$ cat src/rtl/regfile_hilo_pkg.sv
// Shared widths and wb_to_rf_bus field offsets for the architectural register state.
package regfile_hilo_pkg;
  localparam int REG_NUM         = 32;
  localparam int DATA_W          = 32;
  localparam int WB_TO_RF_WD     = 38;
  localparam int WB_TO_RF_BUS_WD = 103;

  localparam int RF_WDATA_LSB = 0;
  localparam int RF_WADDR_LSB = 32;
  localparam int RF_WE_BIT    = 37;
  localparam int DIV_RES_LSB  = 38;
  localparam int DIV_FLAG_BIT = 102;

  localparam logic [4:0] ZERO_REG = 5'd0;
endpackage

$ cat src/rtl/regfile_hilo_hilo_reg.sv
// HI/LO register pair and its one-cycle write-pending flag.
// REGFILE_BYPASS_EN makes a same-cycle divider result visible on the read ports.
module hilo_reg #(
  parameter int DATA_W = 32
) (
  input  logic              clk,
  input  logic              resetn,
  input  logic              div_flag,
  input  logic [2*DATA_W-1:0] div_result,
  output logic [DATA_W-1:0] hi_rdata,
  output logic [DATA_W-1:0] lo_rdata,
  output logic              wr_pending
);
  logic [2*DATA_W-1:0] hilo_q, hilo_d;
  logic                pend_q;

  // {HI, LO} = {remainder, quotient}, matching the divider result layout
  assign hilo_d = div_flag ? div_result : hilo_q;

  always_ff @(posedge clk or negedge resetn) begin
    if (!resetn) begin
      hilo_q <= '0;
      pend_q <= 1'b0;
    end else begin
      hilo_q <= hilo_d;
      pend_q <= div_flag;
    end
  end

`ifdef REGFILE_BYPASS_EN
  assign {hi_rdata, lo_rdata} = hilo_d;
`else
  assign {hi_rdata, lo_rdata} = hilo_q;
`endif
  assign wr_pending = pend_q;
endmodule

$ cat src/rtl/regfile_hilo.sv
// 32x32 GPR file plus HI/LO, written from the writeback bus, two combinational read ports.
// REGFILE_BYPASS_EN enables write-through of the in-flight writeback to the read ports.
module regfile_hilo
  import regfile_hilo_pkg::*;
#(
  parameter int REG_NUM = regfile_hilo_pkg::REG_NUM,
  parameter int DATA_W  = regfile_hilo_pkg::DATA_W,
  parameter int BUS_W   = WB_TO_RF_BUS_WD,
  parameter int AW      = $clog2(REG_NUM)
) (
  input  logic              clk,
  input  logic              resetn,
  input  logic [BUS_W-1:0]  wb_to_rf_bus,
  input  logic [AW-1:0]     raddr1,
  output logic [DATA_W-1:0] rdata1,
  input  logic [AW-1:0]     raddr2,
  output logic [DATA_W-1:0] rdata2,
  output logic [DATA_W-1:0] hi_rdata,
  output logic [DATA_W-1:0] lo_rdata,
  output logic              hilo_wr_pending
);
  localparam int NUM_RD = 2;

  logic                  rf_we;
  logic [AW-1:0]         rf_waddr;
  logic [DATA_W-1:0]     rf_wdata;
  logic                  div_flag;
  logic [2*DATA_W-1:0]   div_result;

  assign rf_wdata   = wb_to_rf_bus[RF_WDATA_LSB +: DATA_W];
  assign rf_waddr   = wb_to_rf_bus[RF_WADDR_LSB +: AW];
  assign rf_we      = wb_to_rf_bus[RF_WE_BIT];
  assign div_result = wb_to_rf_bus[DIV_RES_LSB +: 2*DATA_W];
  assign div_flag   = wb_to_rf_bus[DIV_FLAG_BIT];

  logic [REG_NUM-1:0][DATA_W-1:0] gpr_q;
  logic                           gpr_wr;

  // r0 is never written, so its storage stays at reset value
  assign gpr_wr = rf_we && (rf_waddr != ZERO_REG);

  always_ff @(posedge clk or negedge resetn) begin
    if (!resetn) gpr_q <= '0;
    else if (gpr_wr) gpr_q[rf_waddr] <= rf_wdata;
  end

  logic [NUM_RD-1:0][AW-1:0]     raddr;
  logic [NUM_RD-1:0][DATA_W-1:0] rdata;

  assign raddr  = {raddr2, raddr1};
  assign rdata1 = rdata[0];
  assign rdata2 = rdata[1];

  for (genvar p = 0; p < NUM_RD; p++) begin : g_rd
    always_comb begin
      rdata[p] = (raddr[p] == ZERO_REG) ? '0 : gpr_q[raddr[p]];
`ifdef REGFILE_BYPASS_EN
      if (gpr_wr && (raddr[p] == rf_waddr)) rdata[p] = rf_wdata;
`endif
    end
  end

  hilo_reg #(.DATA_W(DATA_W)) u_hilo (
    .clk        (clk),
    .resetn     (resetn),
    .div_flag   (div_flag),
    .div_result (div_result),
    .hi_rdata   (hi_rdata),
    .lo_rdata   (lo_rdata),
    .wr_pending (hilo_wr_pending)
  );
endmodule

$ cat config.mk
export PLATFORM = sky130hd
export DESIGN_NAME = regfile_hilo
export DESIGN_NICKNAME = d
export VERILOG_FILES = /design/src/rtl/regfile_hilo_pkg.sv /design/src/rtl/regfile_hilo_hilo_reg.sv /design/src/rtl/regfile_hilo.sv
export SDC_FILE = /design/constraint.sdc
export NUM_CORES = 2
export LEC_CHECK = 0
export BUFFER_PORTS_ARGS = -buffer_cell sky130_fd_sc_hd__buf_2
export CORE_ASPECT_RATIO = 1.25
export CORE_MARGIN = 5
export CORE_UTILIZATION = 50
export CTS_BUF_LIST = sky130_fd_sc_hd__clkbuf_4
export DETAILED_ROUTE_END_ITERATION = 7
export GPL_TIMING_DRIVEN = 0
export PLACE_DENSITY_LB_ADDON = 0.1
export SLEW_MARGIN = 20
export SYNTH_ARGS = -nofsm -noshare
export SYNTH_HDL_FRONTEND = slang
export SYNTH_SLANG_ARGS = --single-unit
$ cat constraint.sdc
create_clock -name clk -period 5.15 [get_ports clk]
set_input_delay 1.03 -clock clk [delete_from_list [all_inputs] [get_ports clk]]
set_output_delay 1.03 -clock clk [all_outputs]
set_load 0.05 [all_outputs]
After elaboration in Yosys (flattened, before gate mapping)
Cells that the tools add are included.
{"block": "classes", "magnitude_cmp": 4, "n_mux": 9, "n_reduce_logical": 5}
{"cell": "1024-bit bitwise mux", "n": 1}
{"cell": "32-bit binary-select mux with 5-bit select", "n": 2}
{"cell": "32-bit demux with 5-bit select", "n": 1}
{"cell": "32-bit two-way mux", "n": 5}
{"cell": "5-bit by 6-bit < comparator with 1-bit output, second input constant", "n": 3}
{"cell": "5-bit zero test", "n": 2}
{"cell": "5-bit by 1-bit greater-or-equal comparator with 1-bit output, second input constant", "n": 1}
{"cell": "5-bit nonzero test", "n": 1}
{"cell": "1-bit logical AND", "n": 2}
{"block": "totals", "reg_bits": 1089, "inputBits": 115, "output_inout_bits": 129, "wordCells": 52}

Logic depth before layout (Yosys ltp)
{"block": "depth", "word_depth": 5, "mapped_depth": 7, "ltp_nobuf": 4}

Modules after synthesis
A second synthesis with hierarchy kept.
{"block": "unflattened", "cells_unflattened": 3749, "hier_area_um2": 57564.0}
{"mod": "regfile_hilo", "instances": 1, "cells_per_inst": 3613, "area_per_inst_um2": 54860.1}
{"mod": "hilo_reg", "instances": 1, "cells_per_inst": 136, "area_per_inst_um2": 2703.8}

Worst setup path after synthesis
No wires, ideal clock.
{"block": "synth_path", "path_kind": "input to output", "startpoint": "input port raddr2[0]", "endpoint": "output port rdata2[13]", "arrival_ns": 3.283, "required_time_ns": 4.120, "slack_ns": 0.837, "stages": 7, "path_cell_list": "buf_4 > inv_2 > buf_2 > buf_2 > buf_2 > o2111ai_1 > a311oi_1"}
{"block": "synth_between", "elab_chain_cells": 3, "word_cells_on_any_way": 4, "classes_between": "3 x mux; 1 x reduce/logical"}
{"item": "from (decl)", "line_no": "regfile_hilo.sv:16", "text": "input logic [AW-1:0] raddr2,"}
{"item": "32-bit binary-select mux with 5-bit select", "line_no": "regfile_hilo.sv:56", "text": "rdata[p] = (raddr[p] == ZERO_REG) ? '0 : gpr_q[raddr[p]];"}
{"item": "32-bit two-way mux (not written as such)", "line_no": "regfile_hilo.sv:56"}
{"item": "32-bit two-way mux *", "line_no": "regfile_hilo.sv:56"}
{"item": "to (decl)", "line_no": "regfile_hilo.sv:17", "text": "output logic [DATA_W-1:0] rdata2,"}
Mark *: on every way between the ends. The rest lies on a longest branch, timed or not. The select of a mux whose other input is x is not followed.

Final worst setup path
{"block": "layout_path", "startpoint": "input port raddr1[0]", "endpoint": "output port rdata1[17]"}
{"block": "layout_between", "elab_chain_cells": 3, "word_cells_on_any_way": 4, "classes_between": "3 x mux; 1 x reduce/logical"}
{"item": "from (decl)", "line_no": "regfile_hilo.sv:14", "text": "input logic [AW-1:0] raddr1,"}
{"item": "32-bit binary-select mux with 5-bit select", "line_no": "regfile_hilo.sv:56"}
{"item": "32-bit two-way mux (not written as such)", "line_no": "regfile_hilo.sv:56"}
{"item": "32-bit two-way mux *", "line_no": "regfile_hilo.sv:56"}
{"item": "to (decl)", "line_no": "regfile_hilo.sv:15", "text": "output logic [DATA_W-1:0] rdata1,"}
Marked as above.

==> metrics.md <==
| Metric | Value |
|---|---|
| Cell leakage power | 29.2 nW |
| Req. time, crit path | 4.12 ns |
| Register area | 27300 um2 |
| Combinational group share of total power | 22.9% |
| Area grow syn2layout | 13.7% |
| GRT Overall Usage | 34.1% |
| Yosys reg bits | 1089 |
| CP Launch Type | input pin |
| DR pass1 iterations | 6 |
| Num CTS Buffers | 313 |
| PortBufs | 235 |
| Post-synth top area cell | dfrtp_1 |
| Post-synth ARST share | 100% |
| WL final | 209000 um |
| # rows | 139 |
| Total grt overflow | 0 |
| Clk Latency, worst-skew pair | 1.26 ns |
| Synth Warn # | 0 |
| DIE AREA | 122000 um2 |
| Final core occ | 57.2% |
| Cells after synthesis | 3747 |
| Reg-to-Reg End | gpr_q[463] |
| DRC | 0 |
| Area occupied by multi-input gates | 28000 um2 |
| Pwr/cell area | 382 nW/um2 |
| CTS tree | done |
| Clk pin slew, worst setup/hold paths | 0.07 ns |
| CP Capture Type | primary output |
| Core Region | 115000 um2 |
| CTS root buf | clkbuf_4 |
| Worst r2r src | gpr_q[463] |
| Mean Syn Cell Area | 15.4 um2 |
| Starting Density | 50.3% |
| Io pins | 244 |
| Worst hold-check path type | input pin to register |
| Kind of critical path | input pin to primary output |
| Routed WL per cell | 34.5 um |
| Sequential fraction of design power | 45.0% |
| Top cell type's share of synthesized area | 47.2% |
| Largest fanout on the critical path | 10 |
| Worst Hold Path EP | gpr_q[1023] |
| Worst Clk Skew | 0 ns |
| Switch share | 30.7% |
| Failing checks | setup timing |
| Die Span X | 314 um |
| Synth Flop Type | dfrtp_1 |
| NetSw | 7.71 mW |
| Maximum vdd ir drop | 0.253 mV |
| Status | complete, but fails checks |
| Fin. Hold Viols | 0 |
| Initial antenna violation count | 16 |
| Via density per instance | 6.54 |
| Global-route wire length before repair | 298000 um |
| Post-DRT Antenna Nets | 0 |
| FMAX | 190 MHz |
| Worst hold margin | 0.112 ns |
| Post-layout min period | 5.27 ns |
| Count of cell types in the netlist | 42 |
| Critical Path AT | 4.24 ns |
| Hold path start | wb_to_rf_bus[31] |
| Clock sinks | 1089 |
| Largest net degree at the start of global routing | 132 |
| DIE HEIGHT | 390 um |
| Most frequently used cell type in the post-synthesis netlist | dfrtp_1 |
| H-tree levels | 5 |
| Post-synth EDFFs | 0 |
| Final nets | 4487 |
| Cell area after synthesis | 57700 um2 |
| Setup ws final | -0.124 ns |
| Final count of pins violating max slew | 0 |
| Via Count | 39600 |
| Share of post-route cells with drive strength above 1 | 53.8% |
| RD Place Congestion | 1.01 |
| # setup viols final | 10 |
| Hold Path Depth | 2 |
| Clk network pwr share | 32.1% |
| Vias in the first global route | 42000 |
| R2R setup slack | 4.32 ns |
| Max Buffers Root-to-Sink | 4 |
| Worst-case reg-to-reg path depth | 1 |
| Dpl ws | -0.611 ns |
| # fillers | 9451 |
| Commonest cells post-synth | dfrtp_1 (1089), mux2_2 (1075), mux4_2 (353), clkbuf_1 (177), mux2i_1 (128) |
| Final period util | 102% |
| Finished Layout Cells | 6061 |
| Internal Power | 17.4 mW |
| Drt initial violations | 3399 |
| DP HPWL | 146000 um |
| Placed cells | 5471 |
| Syn_nets | 3862 |
| Post-synthesis sequential area ratio | 47.2% |
| Synth area leaders | dfrtp_1 (47%), mux2_2 (21%), mux4_2 (14%), mux4_1 (3.5%), mux2i_1 (2.2%) |
| Worst-margin pin slew | 1.22 ns |
| Max_cap viols | 0 |
| Slew margin rel. | 18.1% |
[how the worst max path moves through the flow]
stage	startpoint	endpoint	slack (ns)	depth (start not counted)
global route	raddr1[0]	rdata1[17]	-0.0008	8
CTS	raddr1[0]	rdata1[16]	0.01	8
detailed placement	raddr2[0]	rdata2[18]	-0.61	8
finish	raddr1[0]	rdata1[17]	-0.12	8
floorplan	raddr2[0]	rdata2[13]	0.84	7
global placement	resetn	gpr_q[165]	-21.47	1
[metrics by stage]
stage          instance area, um2   TNS [ns]  total power, mW
2_1_floorplan               57700          0             15.1
3_3_place_gp                60700          -             16.8
3_5_place_dp                61000      -3.50             17.0
4_1_cts                     65500          0             25.1
5_1_grt                     65600  -0.000826             26.2
6_report                    65600     -0.427             25.1
[area by class of cell]
class / count / share of cell area, %
flip-flops and latches: 1089 / 41.5
multi-input cells: 2224 / 42.7
clock inverters: 53 / 0.469
repair buffers: 310 / 3.20
diodes: 8 / 0.0305
plain buffers: 432 / 3.95
inverters: 2 / 0.0114
clock buffers: 463 / 5.30
well taps: 1480 / 2.82
[cells in the final DEF, fill, tap and decap left out, drive strengths merged]
master            n
nor2             23
o2111ai          14
clkbuf          655
or3b              1
and3b             1
nand2            44
or2               3
and2b             5
or4               2
clkdlybuf4s50     3
diode             8
clkinv           47
nor2b            63
nand3             2
a221oi           50
dlygate4sd3      66
bufinv            4
buf             481
nor3              1
dfrtp          1089
and3              1
mux2           1120
nand2b            2
and2              2
nor3b             4
inv               4
nand3b            4
a22oi            64
mux4            448
a311oi           64
a211oi           64
mux2i           128
o21ai           114
[flip-flops by register name, summed over array words and instances (netlist names)]
name,cells
gpr_q,1024
u_hilo.wr_pending,1
u_hilo.hilo_q,64
[layer usage]
layer	vias up	track usage, %	part of all wire [%]
met1	21000	41.5	37
met2	2067	52.1	46
li1	16000	-	-
met4	10	24.0	8.2
met3	559	10.2	8.8
met5	-	0	0.024
[worst max-delay path, cell delays in order]
cell and delay [ns]:
buf_6 0.15, inv_2 0.06, buf_2 0.47, buf_4 0.50
buf_2 0.50, o2111ai_1 0.42, a311oi_2 0.69, buf_2 0.38
[repair_timing]
| item | in CTS | in global routing |
|---|---|---|
| setup buffers | 0 | 0 |
| pin swaps | 0 | 1 |
| endpoints found under the hold margin | 319 | 0 |
| endpoints found under the setup margin | 16 | 13 |
| resized for setup | 14 | 13 |
| hold buffers | 66 | 0 |
| gates cloned | 0 | 0 |
[power groups by stage]
| stage | sequential [mW] | clock, mW | combinational, mW |
|---|---|---|---|
| after CTS | 11.2 | 8.20 | 5.70 |
| after detailed placement | 11.4 | 0 | 5.63 |
| final | 11.3 | 8.06 | 5.75 |
| after global routing | 11.5 | 8.67 | 6.03 |
| after floorplan | 11.2 | 0 | 3.94 |
| after global placement | 11.3 | 0 | 5.51 |
[cell families after synthesis]
logic type	count (synthesis)	synth area share [%]
AO/OA/AOI/OAI	370	4.60
flip-flops	1089	47.2
multiplexers	1696	42.1
AND/OR/NAND/NOR	158	1.54
buffers and inverters	434	4.50
Power figures use the tool's default switching activity.
